File: src/rtl/fdiv_pkg.sv
// fdiv_pkg: shared constants, state encoding and types for the sequential binary32 divider.
package fdiv_pkg;
  localparam int BIAS    = 127;
  localparam int EXP_MAX = 255;
  localparam int ITER    = 25;
  localparam logic [31:0] QNAN = 32'h7FC00000;
  localparam logic [2:0] S_IDLE   = 3'd0;
  localparam logic [2:0] S_UNPACK = 3'd1;
  localparam logic [2:0] S_ITER   = 3'd2;
  localparam logic [2:0] S_NORM   = 3'd3;
  localparam logic [2:0] S_DONE   = 3'd4;
  typedef logic [2:0] state_t;
  typedef logic signed [9:0] exp_t;
endpackage

File: src/rtl/fdiv_iter_step.sv
// fdiv_iter_step: one restoring-division step producing a quotient bit and the shifted remainder.
module fdiv_iter_step (
  input  logic [24:0] rem_i,
  input  logic [23:0] div_i,
  output logic        qbit_o,
  output logic [24:0] rem_o
);
  logic [23:0] diff;
  assign qbit_o = rem_i >= {1'b0, div_i};
  // After a successful subtract the remainder is below the divisor, so 24 bits hold it.
  assign diff   = rem_i[23:0] - div_i;
  assign rem_o  = {qbit_o ? diff : rem_i[23:0], 1'b0};
endmodule

File: src/rtl/fdiv_seq_ctrl.sv
// fdiv_seq_ctrl: handshake, special-case screening, 25-step mantissa division and result packing.
module fdiv_seq_ctrl
  import fdiv_pkg::*;
(
  input  logic        clk,
  input  logic        rst,
  input  logic        in_valid_i,
  output logic        in_ready_o,
  input  logic [31:0] a_i,
  input  logic [31:0] b_i,
  output logic        out_valid_o,
  input  logic        out_ready_i,
  output logic [31:0] result_o,
  output logic        overflag_o,
  output logic        underflag_o,
  output logic        divzero_o,
  output logic        busy_o
);
  state_t      state_q, state_d;
  logic [31:0] a_q, a_d, b_q, b_d, res_q, res_d;
  logic        sign_q, sign_d, ovf_q, ovf_d, unf_q, unf_d, dz_q, dz_d;
  exp_t        exp_q, exp_d, exp_n;
  logic [24:0] rem_q, rem_d, quo_q, quo_d, rem_nxt;
  logic [23:0] div_q, div_d;
  logic [4:0]  cnt_q, cnt_d;
  logic [7:0]  ea, eb;
  logic [22:0] frac;
  logic        sgn, qbit;

  fdiv_iter_step u_step (.rem_i(rem_q), .div_i(div_q), .qbit_o(qbit), .rem_o(rem_nxt));

  assign ea    = a_q[30:23];
  assign eb    = b_q[30:23];
  assign sgn   = a_q[31] ^ b_q[31];
  assign exp_n = quo_q[24] ? exp_q : exp_q - exp_t'(1);
  assign frac  = quo_q[24] ? quo_q[23:1] : quo_q[22:0];

  always_comb begin
    state_d = state_q;
    a_d = a_q;
    b_d = b_q;
    res_d = res_q;
    sign_d = sign_q;
    exp_d = exp_q;
    rem_d = rem_q;
    div_d = div_q;
    quo_d = quo_q;
    cnt_d = cnt_q;
    ovf_d = ovf_q;
    unf_d = unf_q;
    dz_d = dz_q;
    case (state_q)
      S_IDLE: if (in_valid_i) begin
        a_d = a_i;
        b_d = b_i;
        state_d = S_UNPACK;
      end
      S_UNPACK: begin
        sign_d = sgn;
        exp_d = exp_t'({2'b0, ea}) - exp_t'({2'b0, eb}) + exp_t'(BIAS);
        rem_d = {2'b01, a_q[22:0]};
        div_d = {1'b1, b_q[22:0]};
        quo_d = '0;
        cnt_d = '0;
        state_d = S_ITER;
        if (ea == 8'hFF || eb == 8'hFF) begin
          res_d = QNAN;
          state_d = S_DONE;
        end else if (eb == 8'h00) begin
          res_d = {sgn, 8'hFF, 23'd0};
          dz_d = 1'b1;
          state_d = S_DONE;
        end else if (ea == 8'h00) begin
          res_d = {sgn, 31'd0};
          state_d = S_DONE;
        end
      end
      // Shifting bits in MSB-first lands the first quotient bit at position 24.
      S_ITER: begin
        quo_d = {quo_q[23:0], qbit};
        rem_d = rem_nxt;
        cnt_d = cnt_q + 5'd1;
        state_d = cnt_q == 5'(ITER - 1) ? S_NORM : S_ITER;
      end
      S_NORM: begin
        state_d = S_DONE;
        if (exp_n >= exp_t'(EXP_MAX)) begin
          ovf_d = 1'b1;
          res_d = {sign_q, 8'hFF, 23'd0};
        end else if (exp_n <= exp_t'(0)) begin
          unf_d = 1'b1;
          res_d = {sign_q, 31'd0};
        end else begin
          res_d = {sign_q, exp_n[7:0], frac};
        end
      end
      S_DONE: if (out_ready_i) begin
        ovf_d = 1'b0;
        unf_d = 1'b0;
        dz_d = 1'b0;
        state_d = S_IDLE;
      end
      default: state_d = S_IDLE;
    endcase
  end

  always_ff @(posedge clk or posedge rst) begin
    if (rst) begin
      state_q <= S_IDLE;
      a_q <= '0;
      b_q <= '0;
      res_q <= '0;
      sign_q <= 1'b0;
      exp_q <= '0;
      rem_q <= '0;
      div_q <= '0;
      quo_q <= '0;
      cnt_q <= '0;
      ovf_q <= 1'b0;
      unf_q <= 1'b0;
      dz_q <= 1'b0;
    end else begin
      state_q <= state_d;
      a_q <= a_d;
      b_q <= b_d;
      res_q <= res_d;
      sign_q <= sign_d;
      exp_q <= exp_d;
      rem_q <= rem_d;
      div_q <= div_d;
      quo_q <= quo_d;
      cnt_q <= cnt_d;
      ovf_q <= ovf_d;
      unf_q <= unf_d;
      dz_q <= dz_d;
    end
  end

  assign in_ready_o  = state_q == S_IDLE;
  assign busy_o      = state_q != S_IDLE;
  assign out_valid_o = state_q == S_DONE;
  assign result_o    = res_q;
  assign overflag_o  = ovf_q;
  assign underflag_o = unf_q;
  assign divzero_o   = dz_q;
endmodule

File: config.mk
export PLATFORM = sky130hd
export DESIGN_NAME = fdiv_seq_ctrl
export DESIGN_NICKNAME = d
export VERILOG_FILES = /design/src/rtl/fdiv_pkg.sv /design/src/rtl/fdiv_iter_step.sv /design/src/rtl/fdiv_seq_ctrl.sv
export SDC_FILE = /design/constraint.sdc
export NUM_CORES = 1
export LEC_CHECK = 0
export CAP_MARGIN = 10
export CORE_UTILIZATION = 30
export DETAILED_ROUTE_END_ITERATION = 8
export HOLD_SLACK_MARGIN = 0.1
export PLACE_DENSITY = 0.55
export SETUP_SLACK_MARGIN = 0.3
export SKIP_CTS_REPAIR_TIMING = 1
export SLEW_MARGIN = 10
export SYNTH_ARGS = -nofsm -noshare
export SYNTH_HDL_FRONTEND = slang
export SYNTH_HIERARCHICAL = 1
export SYNTH_SLANG_ARGS = --single-unit
export TNS_END_PERCENT = 20
File: constraint.sdc
create_clock -name clk -period 8.58 [get_ports clk]
set_input_delay 2.574 -clock clk [delete_from_list [all_inputs] [get_ports clk]]
set_output_delay 2.574 -clock clk [all_outputs]
set_load 0.005 [all_outputs]
After elaboration in Yosys (flattened, before gate mapping)
Cells that the tools add are included.

Output and inout bits: 38. Bits in registers: 192. Word-level logic and storage cells: 80.

Magnitude comparators: 3. Mux-type cells: 28. Reduce and logical (&&, ||, !) cells: 15. Bitwise operators: 1. Eq/ne operators: 15. Add/subtract/negate cells: 5.

Operator list (number): case mux 25 bit (2 select lines) (2); two-way mux 32 bit (3); case mux 32 bit (2 select lines) (1); two-way mux 31 bit (2); >= comparator 25 x 24 -> 1 bit (1); two-way mux 24 bit (1); subtractor 24 bit (1); two-way mux 23 bit (1); == test 8 bit, second input constant (2); logical NOT 8 bit (2); two-way mux 3 bit (5); case mux 3 bit (5 select lines) (1); inequality test 2 bit, second input constant (6); adder 9 x 8 -> 10 bit, second input constant (1); >= comparator 10 x 9 -> 1 bit, second input constant (1); less-or-equal comparator 10 x 1 -> 1 bit, second input constant (1); two-way mux 10 bit (1); case mux 5 bit (2 select lines) (1); subtractor 10 x 2 -> 10 bit, second input constant (1); subtractor 8 x 8 -> 9 bit (1); AND reduction 4 bit (2); nonzero test 2 bit (4); two-way mux 1 bit (7); == test 3 x 2 -> 1 bit, second input constant (2); 13 further kinds (17).

Depth between registers and ports, before layout
Gate-level depths: netlist of run 1.

Depth after elaboration: 6. Gate-level depth with buffers: 13. Gate-level depth less buffers: 12.

Modules after synthesis
The synthesis of run 1 kept the hierarchy.

By module, submodules not included: fdiv_seq_ctrl (sequential area each 4804.6 sq um, area an instance 8485.6 sq um, instances 1, cells an instance 762); fdiv_iter_step (sequential area each 0.0 sq um, area an instance 1702.9 sq um, instances 1, cells an instance 225).

Worst setup path after synthesis of run 1
Ideal clock, no wire load.

Path type: input -> register. Start point: input port in_valid_i. End point: register a_q[10]. Buffers on the path: 2. Slack: 4.822 ns. Data arrival time: 3.633 ns. Stages: 4. Library setup time: 0.125 ns. Cells stage by stage: and2_1 > clkbuf_1 > buf_1 > mux2_2.

Cells in the longest elaborated chain, start to end: 1.

RTL lines: start: declaration (RTL line fdiv_seq_ctrl.sv:7) `input logic in_valid_i,`; AND reduction 2 bit (no source line); end signal: assignment (RTL line fdiv_seq_ctrl.sv:110) `a_q <= '0;`; end signal: assignment (RTL line fdiv_seq_ctrl.sv:124) `a_q <= a_d;`; end: declaration (RTL line fdiv_seq_ctrl.sv:20) `logic [31:0] a_q, a_d, b_q, b_d, res_q, res_d;`.

No other way between the ends. A chain may end at the register's enable or synchronous reset.

Worst setup path after layout of run 1
Start point: register state_q[1]. End point: output port out_valid_o.

Cells in the longest elaborated chain, start to end: 1.

RTL lines: start: declaration (RTL line fdiv_seq_ctrl.sv:19) `state_t state_q, state_d;`; start signal: assignment (RTL line fdiv_seq_ctrl.sv:123) `state_q <= state_d;`; == test 3 bit (RTL line fdiv_seq_ctrl.sv:141) `assign out_valid_o = state_q == S_DONE;`; end: declaration (RTL line fdiv_seq_ctrl.sv:11) `output logic out_valid_o,`.

No other way between the ends.

==> impl_metrics.tcl, run 1 <==
set metrics [dict create \
    area.sequential_um2 4805 \
    synth-main-ff-cell "sky130_fd_sc_hd__dfrtp_1" \
    timing.critical_path.from_type "flop" \
    clk_transition_reported_paths_ns 0.08 \
    clock_latency_ns 0.44 \
    routed_wl_mm 22.88 \
    postSynthCellCount 987 \
    number_of_buffers_created_by_cts 17 \
    yosys_warnings 6 \
    timing.clock.skew_ns 0.01966 \
    ioPinCount 106 \
    finalSetupViolations 0 \
    synth.distinct_cells 77 \
    maxSlewHeadroom_pct 17.07 \
    worst_slew_pin_slew_ns 1.213 \
    setup_total_negative_slack_ns 0 \
    cts_max_path_buffers 2 \
    async_set_or_reset_flop_fraction_in_the_synthesized_netlist_pct 100.0 \
    count_of_unresolved_drc_violations_after_routing 0 \
    multi_input_area_um2 4967 \
    global_route.usage.total_pct 14.07 \
    cts_h_tree_lvls 4 \
    finalHoldViolCount 0 \
    antenna_violations_before_repair 0 \
    crit_share_post_route_pct 53.47 \
    drt_first_pass_iters 4 \
    setup.worst_path.end_class "output port" \
    timing_worst_setup_path_type "reg2out" \
    ir_worst_vdd_uv 157.4 \
    cts_root_buf "sky130_fd_sc_hd__clkbuf_16" \
    routed_wire_length_per_instance_um 14.92 \
    rsz0062_at_grt "no" \
    pin_count_of_the_biggest_net_entering_global_routing 134 \
    total_gr_overflow 0 \
    via_count_of_the_first_global_routing_pass 7409 \
    floorplan.initialDensity_pct 30.46 \
    antennaDiodeCount 0 \
    gpl.final_weighted_congestion 0.8140 \
    area.growth.synth_to_final_pct 20.58 \
    detail_route.vias_per_cell 4.796 \
    syn_area_per_cell_um2 10.32 \
    worstRegToRegCells 12 \
    ys_seq_elements 192 \
    synth.yosys.seq_area_share_pct 47.16 \
    cellLeakagePower_nw 5.355 \
    worst_hold_path.num_cells 2 \
    timing.max_cap.violations 0 \
    io_buffer_count 105 \
    syn-cell-area_um2 10190 \
    hpwlAfterDp_mm 15.59 \
    dr_total_vias 7352 \
    floorplan.die.height_um 186.3 \
    floorplan.rows 67 \
    grt_pass1_wl_mm 38.44 \
    final-max-slew-violation-count 0 \
    placeableCoreArea_um2 33450 \
    n_fill_cell 3325 \
    pwr_density_cell_nw_per_um2 429.8 \
    worst_ep_arrival_time_ns 2.01 \
    synth-edff-count 0 \
    die-area_um2 34700 \
    drive_above_1_share_pct 13.55 \
    status "completed" \
    synth_nets 1093 \
    finalCriticalPeriod_ns 4.588 \
    die_w_um 186.3 \
    num-nets-final 1178 \
    worstPathRequired_ns 6.01 \
    timing.critical_path.fanout_max 12 \
    finalPower_mw 5.280 \
    clock-sinks 192 \
    max_freq_mhz 218.0 \
    min-delay-path-class "reg2reg" \
    drt_iter0_markers 358 \
    cts_tree "built" \
    antenna_left 0 \
]
layout by cell type, fill, tap and decap left out, types with 8 or more instances in the layout:
| cell type | n |
|---|---|
| sky130_fd_sc_hd__a21o_1 | 10 |
| sky130_fd_sc_hd__a21oi_1 | 22 |
| sky130_fd_sc_hd__a22o_1 | 28 |
| sky130_fd_sc_hd__a22oi_1 | 23 |
| sky130_fd_sc_hd__buf_4 | 8 |
| sky130_fd_sc_hd__clkbuf_16 | 17 |
| sky130_fd_sc_hd__clkdlybuf4s50_1 | 105 |
| sky130_fd_sc_hd__dfrtp_1 | 192 |
| sky130_fd_sc_hd__ha_1 | 36 |
| sky130_fd_sc_hd__inv_1 | 51 |
| sky130_fd_sc_hd__mux2_1 | 11 |
| sky130_fd_sc_hd__mux2_2 | 61 |
| sky130_fd_sc_hd__mux2i_1 | 28 |
| sky130_fd_sc_hd__nand2_1 | 179 |
| sky130_fd_sc_hd__nand3_1 | 8 |
| sky130_fd_sc_hd__nand4_1 | 9 |
| sky130_fd_sc_hd__nor2_1 | 37 |
| sky130_fd_sc_hd__nor2b_1 | 9 |
| sky130_fd_sc_hd__nor3_1 | 11 |
| sky130_fd_sc_hd__nor3b_1 | 8 |
| sky130_fd_sc_hd__nor4_1 | 9 |
| sky130_fd_sc_hd__o21ai_0 | 46 |
| sky130_fd_sc_hd__o21ai_2 | 21 |
| sky130_fd_sc_hd__xnor2_1 | 22 |
| sky130_fd_sc_hd__xor2_1 | 20 |
metal layers:
metal	track usage [%]	up-vias	share of wire (%)	wire (um)
met5	0	-	0	0
met4	3.770	0	1.3	295
met3	2.356	25	2.6	586
met2	23.51	123	48	10950
met1	18.76	3558	48	11040
li1	-	3646	-	-
power by group:
part	internal (mW)	total, mW	switching, mW
logic	1.35	2.87	1.53
registers	1.28	1.55	0.277
clock network	0.452	0.854	0.401
final cells by class:
cell class                 count  share of cell area (%)
sequential                   192                   39.11
multi-input combinational    696                   40.43
inverter                      52                   1.650
clock buffer                  17                   3.463
timing repair buffer         113                   9.044
tap                          448                   4.563
clock inverter                15                   1.742
kinds of logic after synthesis:
| family | Yosys count | synth area share (%) |
|---|---|---|
| simple gates | 301 | 13.73 |
| compound gates | 209 | 14.91 |
| flops | 192 | 47.16 |
| mux | 105 | 11.45 |
| buf+inv | 99 | 4.298 |
| xor+xnor | 42 | 3.610 |
| fa+ha+maj | 38 | 4.814 |
| other cells | 1 | 0.03681 |
sequential cells by signal (all words and copies together), names as in the netlist:
register	flops
a_q	32
b_q	32
result_o	32
quo_q	25
rem_q	25
div_q	24
exp_q	10
cnt_q	5
state_q	3
divzero_o	1
overflag_o	1
sign_q	1
underflag_o	1
per-stage QoR:
step                      setup WS (ns)  utilization [%]  instances  hold slack (ns)  area (um^2)
after global routing              3.861            36.73       1533           0.4872        12290
after global placement            3.890            34.82       1501           0.4498        11650
final                             3.992            36.73       1533           0.4710        12290
after floorplan                  0.7788                -        987           0.4347        10190
after detailed placement          3.888            34.82       1501           0.4524        11650
after CTS                         3.970            36.73       1533           0.4751        12290
worst max-delay path, cell delays in order (launching register included):
cell and delay (ns):
sky130_fd_sc_hd__dfrtp_1 0.54, sky130_fd_sc_hd__nor3b_1 0.46, sky130_fd_sc_hd__clkdlybuf4s50_1 0.59
worst paths after layout:
kind,from,to,slack [ns]
setup / recovery,state_q[1],out_valid_o,3.99
max in group asynchronous,rst,a_q[25],4.42
hold / removal,b_q[5],div_q[5],0.47
setup reg to reg,rem_q[0],rem_q[21],4.97
hold reg to reg,b_q[5],div_q[5],0.47
min in group asynchronous,rst,quo_q[9],2.72
cell usage after synthesis, drive strengths merged, types with 3 or more instances:
| master | number | area, um^2 |
|---|---|---|
| dfrtp | 192 | 4805 |
| nand2 | 180 | 678.2 |
| mux2 | 77 | 885.8 |
| o21ai | 67 | 410.4 |
| inv | 52 | 195.2 |
| nor2 | 38 | 142.6 |
| ha | 36 | 450.4 |
| clkbuf | 30 | 112.6 |
| a22o | 28 | 245.2 |
| mux2i | 28 | 280.3 |
| a22oi | 23 | 172.7 |
| a21oi | 22 | 110.1 |
| xnor2 | 22 | 192.7 |
| xor2 | 20 | 175.2 |
| buf | 17 | 130.1 |
| nor3 | 12 | 71.32 |
| a21o | 10 | 75.07 |
| nor2b | 10 | 62.56 |
| nor4 | 10 | 77.57 |
| nand4 | 9 | 56.30 |
| a31oi | 8 | 56.30 |
| nand3 | 8 | 40.04 |
| nor3b | 8 | 60.06 |
| o21a | 6 | 45.04 |
| o22ai | 6 | 37.54 |
| o211ai | 5 | 37.54 |
| a211oi | 4 | 30.03 |
| and2 | 4 | 25.02 |
| and4 | 4 | 36.29 |
| or3 | 4 | 26.28 |
| a41oi | 3 | 26.28 |
| and3 | 3 | 18.77 |
| nand2b | 3 | 18.77 |
| o31ai | 3 | 36.28 |
| or2 | 3 | 21.27 |
No activity file was read; power rests on OpenSTA's default activity.
==> run 2, diff against run 1 <==
--- a/config.mk
+++ b/config.mk
@@ -9,7 +9,7 @@
 export CORE_UTILIZATION = 30
 export DETAILED_ROUTE_END_ITERATION = 8
 export HOLD_SLACK_MARGIN = 0.1
-export PLACE_DENSITY = 0.55
+export PLACE_DENSITY = 0.56
 export SETUP_SLACK_MARGIN = 0.3
 export SKIP_CTS_REPAIR_TIMING = 1
 export SLEW_MARGIN = 10
==> constraint.sdc (replaced) <==
create_clock -name clk -period 4.02 [get_ports clk]
set_input_delay 1.206 -clock clk [delete_from_list [all_inputs] [get_ports clk]]
set_output_delay 1.206 -clock clk [all_outputs]
set_load 0.005 [all_outputs]
==> impl_metrics.tcl, run 2 (synthesized netlist as in run 1, its figures left out) <==
set metrics [dict create \
    crit_share_post_route_pct 83.66 \
    clk_transition_reported_paths_ns 0.08 \
    die-area_um2 34700 \
    hpwlAfterDp_mm 16.27 \
    setup_total_negative_slack_ns 0 \
    cts_tree "built" \
    global_route.usage.total_pct 14.18 \
    multi_input_area_um2 4967 \
    mostFrequentLayoutCells "sky130_fd_sc_hd__dfrtp_1 (192), sky130_fd_sc_hd__nand2_1 (179), sky130_fd_sc_hd__clkdlybuf4s50_1 (105)" \
    worst_ep_arrival_time_ns 3.69 \
    holdCritStartpoint "b_q[4]" \
    layout.cells.most_common "sky130_fd_sc_hd__dfrtp_1" \
    antennaDiodeCount 0 \
    antenna_left 0 \
    min-delay-path-class "reg2reg" \
    final_non_filler_cell_total 1541 \
    cellLeakagePower_nw 5.386 \
    worst_r2r_endpoint "rem_q[5]" \
    hold_end "div_q[4]" \
    drt_iter0_markers 345 \
    timing.max_cap.violations 0 \
    cts_root_buf "sky130_fd_sc_hd__clkbuf_16" \
    die_w_um 186.3 \
    rsz0062_at_grt "no" \
    routed_wl_mm 23.01 \
    floorplan.initialDensity_pct 30.46 \
    via_count_of_the_first_global_routing_pass 7546 \
    clock-sinks 192 \
    drive_above_1_share_pct 14.09 \
    floorplan.rows 67 \
    worstPathRequired_ns 4.35 \
    total_gr_overflow 0 \
    area.growth.synth_to_final_pct 21.29 \
    worstRegToRegCells 12 \
    numPlacedInstances 1509 \
    ioPinCount 106 \
    timing_worst_setup_path_type "reg2reg" \
    clock_latency_ns 0.45 \
    regToRegSetupSlack_ns 0.66 \
    r2r-start "div_q[1]" \
    ir_worst_vdd_uv 443.7 \
    n_fill_cell 3328 \
    antenna_violations_before_repair 0 \
    maxSlewHeadroom_pct 26.59 \
    cts_h_tree_lvls 4 \
    routed_wire_length_per_instance_um 14.93 \
    number_of_buffers_created_by_cts 17 \
    timing.critical_path.fanout_max 9 \
    final-max-slew-violation-count 0 \
    pin_count_of_the_biggest_net_entering_global_routing 58 \
    count_of_unresolved_drc_violations_after_routing 0 \
    timing.critical_path.from_type "flop" \
    max_freq_mhz 297.3 \
    area.sequential_um2 4805 \
    grt_pass1_wl_mm 38.72 \
    worst_slew_pin_slew_ns 1.101 \
    floorplan.die.height_um 186.3 \
    gpl.final_weighted_congestion 0.8326 \
    detail_route.vias_per_cell 4.799 \
    finalHoldViolCount 0 \
    timing.clock.skew_ns 0.01624 \
    drt_first_pass_iters 4 \
    worst_hold_path.num_cells 2 \
    num-nets-final 1186 \
    finalSetupViolations 0 \
    dr_total_vias 7395 \
    finalCriticalPeriod_ns 3.363 \
    io_buffer_count 105 \
    placeableCoreArea_um2 33450 \
    setup.worst_path.end_class "flop" \
    pwr_density_cell_nw_per_um2 913.6 \
    status "completed" \
    cts_max_path_buffers 2 \
]
## run 2: area by class of cell
cell class | instances | share of cell area, %
clock buffer | 18 | 3.473
clock inverter | 14 | 1.326
inverter | 52 | 1.610
multi-input combinational | 696 | 40.19
sequential | 192 | 38.88
tap | 448 | 4.536
timing repair buffer | 121 | 9.983
## run 2: where the power goes
group | total [mW] | internal [mW] | switching (mW)
Combinational | 6.20 | 2.93 | 3.26
Clock | 1.77 | 0.939 | 0.826
Sequential | 3.33 | 2.72 | 0.603
Total | 11.3 | 6.60 | 4.69
## run 2: worst max-delay path by stage
| stage | from | endpoint | slack [ns] | cells after the start |
|---|---|---|---|---|
| after CTS | div_q[1] | rem_q[3] | 0.62 | 12 |
| final | div_q[1] | rem_q[5] | 0.66 | 12 |
| after floorplan | rst | a_q[0] | 0.34 | 1 |
| after global placement | div_q[1] | rem_q[13] | 0.69 | 12 |
| after global routing | div_q[1] | rem_q[14] | 0.39 | 12 |
| after detailed placement | div_q[1] | rem_q[3] | 0.63 | 12 |
## run 2: routing by layer
| metal | part of all wire [%] | track usage, % | vias up |
|---|---|---|---|
| met5 | 0 | 0 | - |
| met4 | 1.2 | 4.262 | 0 |
| met3 | 3.4 | 2.609 | 24 |
| met2 | 48 | 23.72 | 131 |
| met1 | 47 | 18.58 | 3579 |
| li1 | - | - | 3661 |
## run 2: worst max-delay path, stage by stage (launching register included)
cell                       delay (ns)
sky130_fd_sc_hd__dfrtp_1         0.40
sky130_fd_sc_hd__inv_1           0.06
sky130_fd_sc_hd__ha_1            0.28
sky130_fd_sc_hd__nor2b_1         0.15
sky130_fd_sc_hd__o31a_1          0.31
sky130_fd_sc_hd__o31ai_4         0.20
sky130_fd_sc_hd__a31oi_1         0.14
sky130_fd_sc_hd__or2_4           0.29
sky130_fd_sc_hd__a311oi_4        0.54
sky130_fd_sc_hd__buf_4           0.31
sky130_fd_sc_hd__mux2_2          0.36
sky130_fd_sc_hd__a22oi_1         0.17
sky130_fd_sc_hd__nand2_1         0.06
## run 2: per-stage QoR
step | hold WS (ns) | total power [mW] | cell area [um^2] | setup WS [ns] | utilization [%]
finish | 0.4637 | 11.29 | 12360 | 0.6569 | 36.95
global route | 0.4802 | 12.35 | 12360 | 0.3873 | 36.95
CTS | 0.4704 | 11.43 | 12360 | 0.6230 | 36.95
detailed placement | 0.4541 | 9.592 | 11770 | 0.6281 | 35.17
global placement | 0.4522 | 9.497 | 11770 | 0.6867 | 35.17
floorplan | 0.4347 | 8.085 | 10190 | 0.3376 | -
